### src/rtl/gpcfg_pkg.sv
// Shared GPCFG definitions: MDMC mode encodings, command word / completion record layout,
// completion tracker states and status register bit positions.
package gpcfg_pkg;

  typedef enum logic [3:0] {
    ModeNtt  = 4'd1,
    ModeIntt = 4'd2,
    ModeMul  = 4'd3,
    ModeAdd  = 4'd4,
    ModeSub  = 4'd5,
    ModeCmul = 4'd6,
    ModeDma  = 4'd7,
    ModeSqr  = 4'd8,
    ModeNmul = 4'd9
  } mode_e;

  localparam int unsigned CmdModeMsb = 27;
  localparam int unsigned CmdModeLsb = 24;
  localparam int unsigned CmdAddrMsb = 23;
  localparam int unsigned CmdAddrLsb = 16;

  typedef struct packed {
    logic [3:0]  seq;
    logic [3:0]  mode;
    logic [7:0]  addr;
    logic [15:0] cycles;
  } compl_rec_t;

  typedef enum logic {
    StIdle,
    StBusy
  } trk_state_e;

  localparam int unsigned StatEmpty    = 0;
  localparam int unsigned StatFull     = 1;
  localparam int unsigned StatOvf      = 2;
  localparam int unsigned StatErr      = 3;
  localparam int unsigned StatCountLsb = 8;

  function automatic logic [15:0] sat_inc(logic [15:0] v);
    return (v == 16'hFFFF) ? v : v + 16'd1;
  endfunction

endpackage

### src/rtl/gp_sync_fifo.sv
// Single-clock FIFO with wrap-bit pointers; a push into a full FIFO is dropped and flagged
// unless a pop in the same cycle frees the slot.
module gp_sync_fifo #(
  parameter int unsigned DEPTH = 16,
  parameter int unsigned WIDTH = 32
) (
  input  logic                       hclk,
  input  logic                       hreset,
  input  logic                       push,
  input  logic [WIDTH-1:0]           push_data,
  input  logic                       pop,
  output logic [WIDTH-1:0]           head,
  output logic                       full,
  output logic                       empty,
  output logic [$clog2(DEPTH):0]     count,
  output logic                       drop
);

  localparam int unsigned AW = $clog2(DEPTH);

  logic [WIDTH-1:0] mem_q [DEPTH];
  logic [AW:0]      wptr_q, rptr_q;
  logic             do_push, do_pop;

  assign empty   = (wptr_q == rptr_q);
  assign full    = (wptr_q[AW] != rptr_q[AW]) && (wptr_q[AW-1:0] == rptr_q[AW-1:0]);
  assign count   = wptr_q - rptr_q;
  assign head    = mem_q[rptr_q[AW-1:0]];
  assign do_pop  = pop & ~empty;
  assign do_push = push & (~full | do_pop);
  assign drop    = push & full & ~do_pop;

  always_ff @(posedge hclk or posedge hreset) begin
    if (hreset) begin
      wptr_q <= '0;
      rptr_q <= '0;
    end else begin
      if (do_push) wptr_q <= wptr_q + 1'b1;
      if (do_pop)  rptr_q <= rptr_q + 1'b1;
    end
  end

  always_ff @(posedge hclk) begin
    if (do_push) mem_q[wptr_q[AW-1:0]] <= push_data;
  end

endmodule

### src/rtl/completion_fifo.sv
// Tracks the in-flight MDMC command, times it and queues completion records for host pops.
// Define COMPL_FIFO_IRQ_EN to build the registered occupancy/error interrupt.
module completion_fifo
  import gpcfg_pkg::*;
#(
  parameter logic [15:0] CFG_ADDR   = 16'h0,
  parameter logic [15:0] STAT_ADDR  = 16'h4,
  parameter int unsigned DEPTH      = 16,
  parameter int unsigned IRQ_THRESH = 1
) (
  input  logic        hclk,
  input  logic        hreset,
  input  logic        wr_en,
  input  logic [31:0] wr_addr,
  input  logic [31:0] wdata,
  input  logic [3:0]  byte_en,
  input  logic        rd_en,
  input  logic [31:0] rd_addr,
  output logic [31:0] rdata,
  input  logic        cmd_start,
  input  logic [31:0] cmd_word,
  input  logic        mdmc_done,
  output logic        busy,
  output logic        irq
);

  localparam int unsigned CW = $clog2(DEPTH) + 1;

  trk_state_e  state_q, state_d;
  logic [3:0]  mode_q, mode_d, seq_q, seq_d;
  logic [7:0]  addr_q, addr_d;
  logic [15:0] cnt_q, cnt_d;
  logic        ovf_q, ovf_d, err_q, err_d;
  logic        latch, complete, err_set, pop_req, stat_wr;
  compl_rec_t  rec;
  logic [31:0] fifo_head, status;
  logic        fifo_full, fifo_empty, fifo_drop;
  logic [CW-1:0] fifo_count;

  always_ff @(posedge hclk or posedge hreset) begin
    if (hreset) state_q <= StIdle;
    else        state_q <= state_d;
  end

  always_comb begin
    state_d = state_q;
    unique case (state_q)
      StIdle: if (cmd_start) state_d = StBusy;
      StBusy: if (mdmc_done && !cmd_start) state_d = StIdle;
      default: state_d = StIdle;
    endcase
  end

  always_comb begin
    busy     = (state_q == StBusy);
    complete = busy && mdmc_done;
    // A start only relatches when the tracker is free or the old command finishes this cycle.
    latch    = cmd_start && (!busy || mdmc_done);
    err_set  = (!busy && mdmc_done) || (busy && cmd_start && !mdmc_done);
  end

  assign pop_req = rd_en && (rd_addr[15:0] == CFG_ADDR);
  assign stat_wr = wr_en && (wr_addr[15:0] == STAT_ADDR) && byte_en[0];

  always_comb begin
    mode_d = mode_q;
    addr_d = addr_q;
    cnt_d  = cnt_q;
    seq_d  = complete ? seq_q + 4'd1 : seq_q;
    if (latch) begin
      mode_d = cmd_word[CmdModeMsb:CmdModeLsb];
      addr_d = cmd_word[CmdAddrMsb:CmdAddrLsb];
      cnt_d  = '0;
    end else if (busy) begin
      cnt_d  = sat_inc(cnt_q);
    end
    // Set events win over a simultaneous host clear.
    ovf_d = fifo_drop | (ovf_q & ~(stat_wr & wdata[StatOvf]));
    err_d = err_set   | (err_q & ~(stat_wr & wdata[StatErr]));
  end

  always_ff @(posedge hclk or posedge hreset) begin
    if (hreset) begin
      mode_q <= '0;
      addr_q <= '0;
      cnt_q  <= '0;
      seq_q  <= '0;
      ovf_q  <= 1'b0;
      err_q  <= 1'b0;
    end else begin
      mode_q <= mode_d;
      addr_q <= addr_d;
      cnt_q  <= cnt_d;
      seq_q  <= seq_d;
      ovf_q  <= ovf_d;
      err_q  <= err_d;
    end
  end

  // Counter holds k-1 when done arrives k edges after start.
  assign rec = '{seq: seq_q, mode: mode_q, addr: addr_q, cycles: sat_inc(cnt_q)};

  gp_sync_fifo #(
    .DEPTH (DEPTH),
    .WIDTH (32)
  ) u_fifo (
    .hclk      (hclk),
    .hreset    (hreset),
    .push      (complete),
    .push_data (rec),
    .pop       (pop_req),
    .head      (fifo_head),
    .full      (fifo_full),
    .empty     (fifo_empty),
    .count     (fifo_count),
    .drop      (fifo_drop)
  );

  always_comb begin
    status                       = '0;
    status[StatEmpty]            = fifo_empty;
    status[StatFull]             = fifo_full;
    status[StatOvf]              = ovf_q;
    status[StatErr]              = err_q;
    status[StatCountLsb +: 5]    = 5'(fifo_count);
  end

  always_comb begin
    rdata = '0;
    if (pop_req)                                   rdata = fifo_empty ? '0 : fifo_head;
    else if (rd_en && rd_addr[15:0] == STAT_ADDR)  rdata = status;
  end

`ifdef COMPL_FIFO_IRQ_EN
  logic irq_q;
  always_ff @(posedge hclk or posedge hreset) begin
    if (hreset) irq_q <= 1'b0;
    else        irq_q <= (32'(fifo_count) >= IRQ_THRESH) | ovf_q | err_q;
  end
  assign irq = irq_q;
`else
  logic unused_thresh;
  assign unused_thresh = ^IRQ_THRESH;
  assign irq = 1'b0;
`endif

  logic unused_bits;
  assign unused_bits = ^{wr_addr[31:16], rd_addr[31:16], wdata[31:4], wdata[1:0],
                         byte_en[3:1], cmd_word[31:28], cmd_word[15:0]};

endmodule
### config.mk
export PLATFORM = sky130hd
export DESIGN_NAME = completion_fifo
export DESIGN_NICKNAME = d
export VERILOG_FILES = /design/src/rtl/gpcfg_pkg.sv /design/src/rtl/gp_sync_fifo.sv /design/src/rtl/completion_fifo.sv
export SDC_FILE = /design/constraint.sdc
export NUM_CORES = 1
export LEC_CHECK = 0
export ABC_AREA = 0
export BUFFER_PORTS_ARGS = -buffer_cell sky130_fd_sc_hd__buf_2
export CAP_MARGIN = 15
export CORE_MARGIN = 4
export CORE_UTILIZATION = 33
export DETAILED_ROUTE_END_ITERATION = 10
export GPL_ROUTABILITY_DRIVEN = 0
export PLACE_DENSITY = 0.6
export SETUP_SLACK_MARGIN = 0.3
export SLEW_MARGIN = 10
export SYNTH_ARGS = -nofsm -noshare
export SYNTH_HDL_FRONTEND = slang
export SYNTH_SLANG_ARGS = --single-unit
### constraint.sdc
create_clock -name hclk -period 16.94 [get_ports hclk]
set_input_delay 1.694 -clock hclk [delete_from_list [all_inputs] [get_ports hclk]]
set_output_delay 1.694 -clock hclk [all_outputs]
set_load 0.02 [all_outputs]
==> results of run 1 <==
cell families (layout without fill, tap and decap cells):
kind of cell / count (synthesis) / in the layout
compound gates: 68 / 68
xor+xnor: 31 / 31
fa+ha+maj: 12 / 12
buf+inv: 69 / 229
flops: 557 / 557
mux: 158 / 158
other cells: 1 / 1
simple gates: 200 / 200
per-layer routing:
metal	track usage [%]	vias to the layer above	share of wire [%]
li1	-	4719	-
met1	21.0	5926	45
met2	21.7	360	46
met3	2.49	64	6.4
met4	3.64	0	2.0
met5	0	-	0
cell type report:
type | count | area (um2) | area share [%]
sequential | 557 | 16500 | 64.9
multi-input combinational | 470 | 5470 | 21.5
clock buffer | 88 | 1610 | 6.33
tap | 864 | 1080 | 4.25
timing repair buffer | 117 | 663 | 2.61
clock inverter | 12 | 57.6 | 0.226
inverter | 12 | 45.0 | 0.177
synthesized netlist by cell type (10+ instances only):
cell	n
a21oi_1	11
a22oi_1	14
and2_1	29
buf_2	16
clkbuf_1	24
dfrtp_1	45
edfxtp_1	512
ha_1	11
inv_1	11
mux4_2	149
nand2_1	83
nand3_1	14
nor2_1	18
nor3_1	14
xnor2_1	21
xor2_1	10
how the worst max path moves through the flow:
stage | cells past startpoint | end | start | slack, ns
2_1_floorplan | 5 | u_fifo.mem_q[4][0] | rd_addr[5] | 10.67
3_3_place_gp | 6 | rdata[27] | u_fifo.rptr_q[0] | 11.46
3_5_place_dp | 6 | rdata[29] | u_fifo.rptr_q[0] | 11.47
4_1_cts | 6 | rdata[29] | u_fifo.rptr_q[0] | 10.83
5_1_grt | 6 | rdata[27] | u_fifo.rptr_q[0] | 10.69
6_report | 6 | rdata[29] | u_fifo.rptr_q[0] | 11.02
flip-flops by register name, indices dropped and copies added (netlist names):
signal and cells:
u_fifo.mem_q 512, busy 1, addr_q 8, mode_q 4, seq_q 4, u_fifo.rptr_q 5, err_q 1, u_fifo.wptr_q 5
cnt_q 16, ovf_q 1
metrics by stage:
stage	hold slack, ns	std cells
3_3_place_gp	0.482	2016
2_1_floorplan	0.457	1096
5_1_grt	0.508	2120
6_report	0.504	2120
3_5_place_dp	0.490	2016
4_1_cts	0.503	2116
report_power, final:
group / switching (mW) / internal (mW)
Sequential: 0.0781 / 1.66
Combinational: 0.151 / 0.0807
Clock: 0.487 / 0.646
Total: 0.716 / 2.39
==> flow_summary.toml, run 1 <==
[cts]
clk_latency_ns = 0.59
clkTransAtPathRegs_ns = 0.06
cts_resized = 0
cts_inserted_buffers = 54
clock-sinks = 557
postCtsSetupRepairBufs = 0
h-tree-depth = 2
clock-root-buffer = "clkbuf_16"
cts_hold_buffers = 0
clock_path_buffers = 3
cts_tree = "yes"

[global_route]
grt_max_degree = 70
grt.total_usage_pct = 14.1
antenna_found_initial = 0
grt_pass1_vias = 11400
overflow = 0
grt_first_pass_wirelength_um = 74700

[finish]
drive_above_1_share_pct = 29.6
layout_common_cells = "edfxtp_1 (512), mux4_2 (149), buf_2 (86)"
final_nets = 1362
area_delta_synth_final_pct = 14.4
fin_area_mm2 = 0.0254
post-route-util_pct = 38.4
final_common_cell = "edfxtp_1"
antenna_cells = 0
fill_cells = 5941

[yosys]
syn_avg_cell_area_um2 = 20.3
synth-adder-area-share_pct = 0.709
async_flop_share_pct = 8.08
synthTopCellsByArea = "edfxtp_1 (69%), mux4_2 (15%), dfrtp_1 (5.1%)"
synth-warning-count = 0
synth_top_family_by_area = "multiplexers"
synth-compound-area-share_pct = 2.14
yosysSeqAreaShare_pct = 74.2
synth_seq_cells = 557
syn-instance-count = 1096
synth_xor_area_share_pct = 1.22
synth_edf_count = 512
ys_types = 61
synth_largest_area_cell = "edfxtp_1"
synthFlopType = "edfxtp_1"
syn_nets = 1246
synth_top_area_share_pct = 69.1
synthMuxAreaShare_pct = 15.5
synth-simple-area-share_pct = 4.52
netlist_area_mm2 = 0.0222

[floorplan]
io_pins = 172
rows = 94
initial_core_util_pct = 33.6
die_w_um = 268
dieHeight_um = 268
core_mm2 = 0.0662
die_area_mm2 = 0.0716

[sta]
relSlewSlack_pct = 29.2
final.setup.tns_ns = 0
finalSetupViolations = 0
skew_ns = 0.0152
drv_slew = 0
rsz0062_at_grt = "no"
worst_pin_slew_ns = 1.03
period_needed_ns = 5.92
hold_viol_final = 0
max_freq_ghz = 0.169
fin_ws_ns = 11.02
fin_crit_sh_pct = 34.9

[min_path]
hp-start = "ovf_q"
hold_path_end = "ovf_q"
holdPathStages = 1
worst_hold_path_type = "reg -> reg"

[drt]
drt_iter0_drc = 984
ant_nets = 0
first_pass_iters = 5
drc_errors = 0
wl_um = 51000
wl_per_cell_um = 24.1
viasPerCell = 5.22
num_vias = 11100

[worst_setup_path]
crit_slowest_cell = "dfrtp_4"
crit_required_ns = 15.25
reg2regPathDepth = 7
startpoint_type = "register"
crit_arrival_ns = 4.23
path_buf_inv = 3
cpPeakStageDelay_ns = 0.74
crit_fanout = 36
crit_family = "buffers and inverters"
r2r_slack_ns = 12.64
criticalPathCategory = "reg -> out"
path_cells = "buf_4 > buf_4 > mux4_2 > mux4_2 > and2_1 > buf_2"
r2r-start = "u_fifo.rptr_q[0]"
cp-end-kind = "output pin"
r2r-end = "u_fifo.mem_q[13][19]"

[placement]
dpl_worst_slack_ns = 11.47
port_buffers = 85
dpl_cell_area_mm2 = 0.0237
hpwl_um = 26600

[run_status]
outcome = "completed"

[pwr]
finalPower_mw = 3.10
ir_drop_v = 0.0000742
power_density_mw_per_mm2 = 122
cellLeakagePower_nw = 8.34

[flow_run]
max_cap_violations = 0
No activity file was read; power rests on OpenSTA's default activity.
==> run 2, diff against run 1 <==
==> constraint.sdc (replaced) <==
create_clock -name hclk -period 5.55 [get_ports hclk]
set_input_delay 0.555 -clock hclk [delete_from_list [all_inputs] [get_ports hclk]]
set_output_delay 0.555 -clock hclk [all_outputs]
set_load 0.02 [all_outputs]
==> run 2 against run 1 <==
Critical path depth down 1. Final area grew 0.59%. Cell count up 0.47%. Die area is the same. Highest routed layer unchanged.
==> flow_summary.toml, run 2 (synthesis gave the netlist of run 1 again) <==
[floorplan]
dieHeight_um = 268
rows = 94
initial_core_util_pct = 33.6
die_w_um = 268
die_area_mm2 = 0.0716
io_pins = 172
core_mm2 = 0.0662

[global_route]
grt_first_pass_wirelength_um = 75600
grt.total_usage_pct = 14.3
overflow = 0
grt_pass1_vias = 11600
grt_max_degree = 131
antenna_found_initial = 0

[placement]
port_buffers = 85
hpwl_um = 27400
dp.cells = 2021
dpl_cell_area_mm2 = 0.0238

[finish]
final_common_cell = "edfxtp_1"
largest_register_ffs = 512
final_nets = 1368
final_cells = 2130
antenna_cells = 0
drive_above_1_share_pct = 30.6
layout_common_cells = "edfxtp_1 (512), mux4_2 (149), buf_2 (85)"
area_delta_synth_final_pct = 15.1
fill_cells = 5942
fin_area_mm2 = 0.0256

[drt]
num_vias = 11000
drt_iter0_drc = 991
wl_um = 50800
ant_nets = 0
wl_per_cell_um = 23.9
drc_errors = 0
first_pass_iters = 4
viasPerCell = 5.16

[worst_setup_path]
cp-end-kind = "output pin"
r2r_slack_ns = 2.06
reg2regPathDepth = 7
crit_end = "rdata[5]"
startpoint_type = "register"
crit_arrival_ns = 3.23
cp-startpoint = "u_fifo.rptr_q[0]"
r2r-start = "u_fifo.wptr_q[2]"
r2r-end = "u_fifo.mem_q[3][3]"
crit_required_ns = 4.99
criticalPathCategory = "reg -> out"
crit_fanout = 44

[pwr]
power_density_mw_per_mm2 = 374
ir_drop_v = 0.000253
cellLeakagePower_nw = 8.44

[cts]
postCtsSetupRepairBufs = 0
clkTransAtPathRegs_ns = 0.06
cts_resized = 0
h-tree-depth = 2
cts_hold_buffers = 0
cts_inserted_buffers = 56
cts_tree = "yes"
clock-root-buffer = "clkbuf_16"
clock_path_buffers = 3
clock-sinks = 557
clk_latency_ns = 0.60

[sta]
skew_ns = 0.0162
final.setup.tns_ns = 0
finalSetupViolations = 0
rsz0062_at_grt = "no"
relSlewSlack_pct = 24.2
drv_slew = 0
worst_pin_slew_ns = 1.13
period_needed_ns = 3.79
max_freq_ghz = 0.264
hold_viol_final = 0
holdWs_ns = 0.139
fin_crit_sh_pct = 68.2

[run_status]
outcome = "completed"

[min_path]
worst_hold_path_type = "in -> reg"

[flow_run]
max_cap_violations = 0
run 2: changes by cell type in the layout (fill, tap and decap cells not counted), sizes merged:
cell,delta
buf,+5
bufinv,+1
clkbuf,-13
clkinv,+15
clkinvlp,+1
inv,+1
run 2: where the power goes:
| part | total [mW] | internal, mW | switching [mW] |
|---|---|---|---|
| Clock | 3.56 | 2.02 | 1.54 |
| Combinational | 0.701 | 0.251 | 0.450 |
| Sequential | 5.31 | 5.07 | 0.244 |
run 2: how the worst min path moves through the flow:
stage	endpoint	startpoint	cells after the start
global route	mode_q[0]	cmd_word[24]	3
CTS	mode_q[0]	cmd_word[24]	3
finish	mode_q[0]	cmd_word[24]	3
floorplan	ovf_q	ovf_q	1
detailed placement	ovf_q	ovf_q	1
global placement	ovf_q	ovf_q	1
run 2: stage by stage:
stage	utilization, %	setup slack [ns]	power [mW]
final	38.6	1.76	9.57
after floorplan	-	0.567	5.74
after global placement	35.9	2.00	6.05
after CTS	38.5	1.67	9.66
after detailed placement	35.9	1.87	6.10
after global routing	38.6	1.57	9.93
run 2: area by class of cell:
class	instances	area (um2)	share of cell area, %
Sequential cell	557	16500	64.5
Multi-Input combinational cell	470	5480	21.4
Clock buffer	76	1570	6.13
Tap cell	864	1080	4.23
Timing Repair Buffer	121	721	2.82
Clock inverter	30	178	0.694
Inverter	12	45.0	0.176
run 2: metal layers:
layer | GRT usage [%] | vias to the layer above | routed length, um
met1 | 20.6 | 5874 | 23000
met3 | 2.55 | 59 | 2570
li1 | - | 4719 | -
met2 | 23.1 | 330 | 24500
met4 | 2.85 | 0 | 784
met5 | 0 | - | 0
run 2: worst max-delay path, stage by stage (launching register included):
cell and delay (ns):
dfrtp_4 0.44, buf_4 0.72, mux4_2 0.61, mux4_2 0.49
and2_1 0.17, buf_2 0.16
==> run 3, diff against run 2 <==
--- a/config.mk
+++ b/config.mk
@@ -5,7 +5,7 @@
 export SDC_FILE = /design/constraint.sdc
 export NUM_CORES = 1
 export LEC_CHECK = 0
-export ABC_AREA = 0
+export ABC_AREA = 1
 export BUFFER_PORTS_ARGS = -buffer_cell sky130_fd_sc_hd__buf_2
 export CAP_MARGIN = 15
 export CORE_MARGIN = 4
==> constraint.sdc (replaced) <==
create_clock -name hclk -period 3.6 [get_ports hclk]
set_input_delay 0.36 -clock hclk [delete_from_list [all_inputs] [get_ports hclk]]
set_output_delay 0.36 -clock hclk [all_outputs]
set_load 0.02 [all_outputs]
==> run 3 against run 2 <==
Worst hold slack lost 0.10 ns. Cell count rose by 64%. Global-route usage grew 1.1 points. Final area up 9.8%. Sequential share of layout area is 5.7 points lower. Wire length increased by 18%. Die area grew 9.4%. Flip-flop and latch count is the same. Highest routed layer unchanged. Clock power grew 62%. Register-to-register slack lost 1.3 ns. Critical path type unchanged. Largest cell class unchanged. Synthesized cell count increased by 120%.
==> flow_summary.toml, run 3 <==
[run_status]
outcome = "completed"

[drt]
first_pass_iters = 5
wl_per_cell_um = 17.2
num_vias = 16000
drt_iter0_drc = 1050
wl_um = 60200
drc_errors = 0
viasPerCell = 4.58
ant_nets = 0

[floorplan]
core_mm2 = 0.0731
dieHeight_um = 280
rows = 99
io_pins = 172
initial_core_util_pct = 33.4
die_area_mm2 = 0.0783
die_w_um = 280

[yosys]
synth-warning-count = 0
synth_seq_cells = 557
synth-adder-area-share_pct = 0.646
netlist_area_mm2 = 0.0244
synth_largest_area_cell = "edfxtp_1"
synthTopCellsByArea = "edfxtp_1 (63%), nand2_1 (14%), dfrtp_1 (4.6%)"
synth-simple-area-share_pct = 21.8
synth_common_cells = "nand2_1 (896), edfxtp_1 (512), inv_1 (235), nand3_1 (214), nor2_1 (193)"
ys_types = 36
synth_top_area_share_pct = 63.0
synth_xor_area_share_pct = 0.503
syn_nets = 2545
yosysMostFrequentCell = "nand2_1"
synth_edf_count = 512
async_flop_share_pct = 8.08
syn-instance-count = 2395
synthMuxAreaShare_pct = 0.554
synthFlopType = "edfxtp_1"
yosysSeqAreaShare_pct = 67.6
syn_avg_cell_area_um2 = 10.2
synth-compound-area-share_pct = 2.59
synth_top_family_by_area = "simple AND/OR/NAND/NOR gates"

[min_path]
hp-start = "cmd_word[18]"
worst_hold_path_type = "in -> reg"
hold_path_end = "addr_q[2]"
holdPathStages = 2

[worst_setup_path]
path_cells = "buf_16 > nor2_1 > nor2_1 > o21ai_0 > nand3_1 > nand3_1 > a21oi_4 > buf_2"
crit_fanout = 158
cp-end-kind = "output pin"
startpoint_type = "register"
r2r-start = "u_fifo.wptr_q[2]"
reg2regPathDepth = 8
criticalPathCategory = "reg -> out"
crit_slowest_cell = "dfrtp_4"
crit_arrival_ns = 2.78
r2r_slack_ns = 0.74
r2r-end = "u_fifo.mem_q[3][20]"
cpPeakStageDelay_ns = 0.50
crit_required_ns = 3.24
cp-startpoint = "u_fifo.rptr_q[0]"

[global_route]
grt_pass1_vias = 15500
grt_first_pass_wirelength_um = 92500
top_usage_layer = "met2"
globalRouteMet2Util_pct = 27.0
grt_max_degree = 159
grt.total_usage_pct = 15.4
grtUsageMet1_pct = 19.4
overflow = 0
antenna_found_initial = 1
grt_util_met3_pct = 2.10

[sta]
finalSetupViolations = 0
final.setup.tns_ns = 0
skew_ns = 0.0234
fin_crit_sh_pct = 87.2
drv_slew = 0
rsz0062_at_grt = "yes"
worst_pin_slew_ns = 0.916
holdWs_ns = 0.0351
hold_viol_final = 0
period_needed_ns = 3.14
relSlewSlack_pct = 38.9
max_freq_ghz = 0.319

[flow_run]
max_cap_violations = 0

[placement]
dp.cells = 3375
hpwl_um = 31800
port_buffers = 85
dpl_cell_area_mm2 = 0.0261

[cts]
h-tree-depth = 2
clk_latency_ns = 0.60
clkTransAtPathRegs_ns = 0.06
cts_inserted_buffers = 53
clock_path_buffers = 3
clock-sinks = 557
cts_tree = "yes"
clock-root-buffer = "clkbuf_16"

[pwr]
finalPower_mw = 14.8
cellLeakagePower_nw = 11.5
ir_drop_v = 0.000343
power_density_mw_per_mm2 = 526

[finish]
area_delta_synth_final_pct = 15.1
layout_common_cells = "nand2_1 (896), edfxtp_1 (512), inv_1 (233)"
drive_above_1_share_pct = 11.5
final_nets = 2635
final_common_cell = "nand2_1"
final_cells = 3490
largest_register_ffs = 512
fin_area_mm2 = 0.0281
[run 3: cell count changes in the layout (fill, tap and decap cells not counted), moves of 14 or more]
cell / before / now
o21ai_0: 6 / 85
nor2_1: 18 / 176
nor2_4: 0 / 18
nand3_1: 14 / 214
and2_1: 25 / 2
a22oi_1: 14 / 0
inv_1: 10 / 233
nand2_1: 83 / 896
mux4_2: 149 / 0
a21oi_2: 0 / 15
[run 3: layer usage]
layer	routed length, um	vias up
met5	0	-
met4	2080	0
met3	2850	108
met2	29600	348
met1	25700	7571
li1	-	7969
[run 3: worst max-delay path by stage]
stage	to	slack, ns	cells past startpoint
2_1_floorplan	u_fifo.mem_q[0][0]	-0.0002	11
3_3_place_gp	rdata[15]	0.75	10
3_5_place_dp	rdata[15]	0.72	10
4_1_cts	rdata[19]	0.35	11
5_1_grt	rdata[19]	0.29	11
6_report	rdata[27]	0.46	8
[run 3: area by class of cell]
class	count	area [um2]
Inverter	249	945
Fill cell	7040	45000
Clock buffer	75	1540
Multi-Input combinational cell	1478	6510
Antenna cell	1	2.50
Tap cell	959	1200
Timing Repair Buffer	146	1090
Clock inverter	25	287
Sequential cell	557	16500
[run 3: kinds of logic (layout without fill, tap and decap cells)]
logic type,count (synthesis),after routing
compound gates,115,115
xor+xnor,14,14
fa+ha+maj,12,12
buf+inv,360,495
flops,557,557
mux,12,12
other cells,1,2
simple gates,1324,1324
[run 3: repair_timing]
item | CTS | global route
gates resized for setup | 4 | 3
cloned | 0 | 0
pin swaps | 1 | 0
hold endpoints to repair | 37 | 0
hold buffers | 13 | 0
setup endpoints to repair | 20 | 16
buffers inserted | 1 | 0
[run 3: metrics by stage]
| stage | utilization (%) | setup WS, ns |
|---|---|---|
| 2_1_floorplan | - | -0.000181 |
| 3_3_place_gp | 35.7 | 0.752 |
| 3_5_place_dp | 35.7 | 0.723 |
| 4_1_cts | 38.4 | 0.348 |
| 5_1_grt | 38.4 | 0.289 |
| 6_report | 38.4 | 0.462 |
[run 3: where the power goes]
group / internal (mW) / switching [mW]
clock network: 3.36 / 2.41
registers: 7.69 / 0.329
logic: 0.297 / 0.675
[run 3: worst max-delay path, delay by kind of cell, from the launching register on]
kind	cells	cell delay, ns
buffers and inverters	2	0.59
DFF	1	0.50
and+or+nand+nor	4	0.48
AOI/OAI and AO/OA	2	0.37
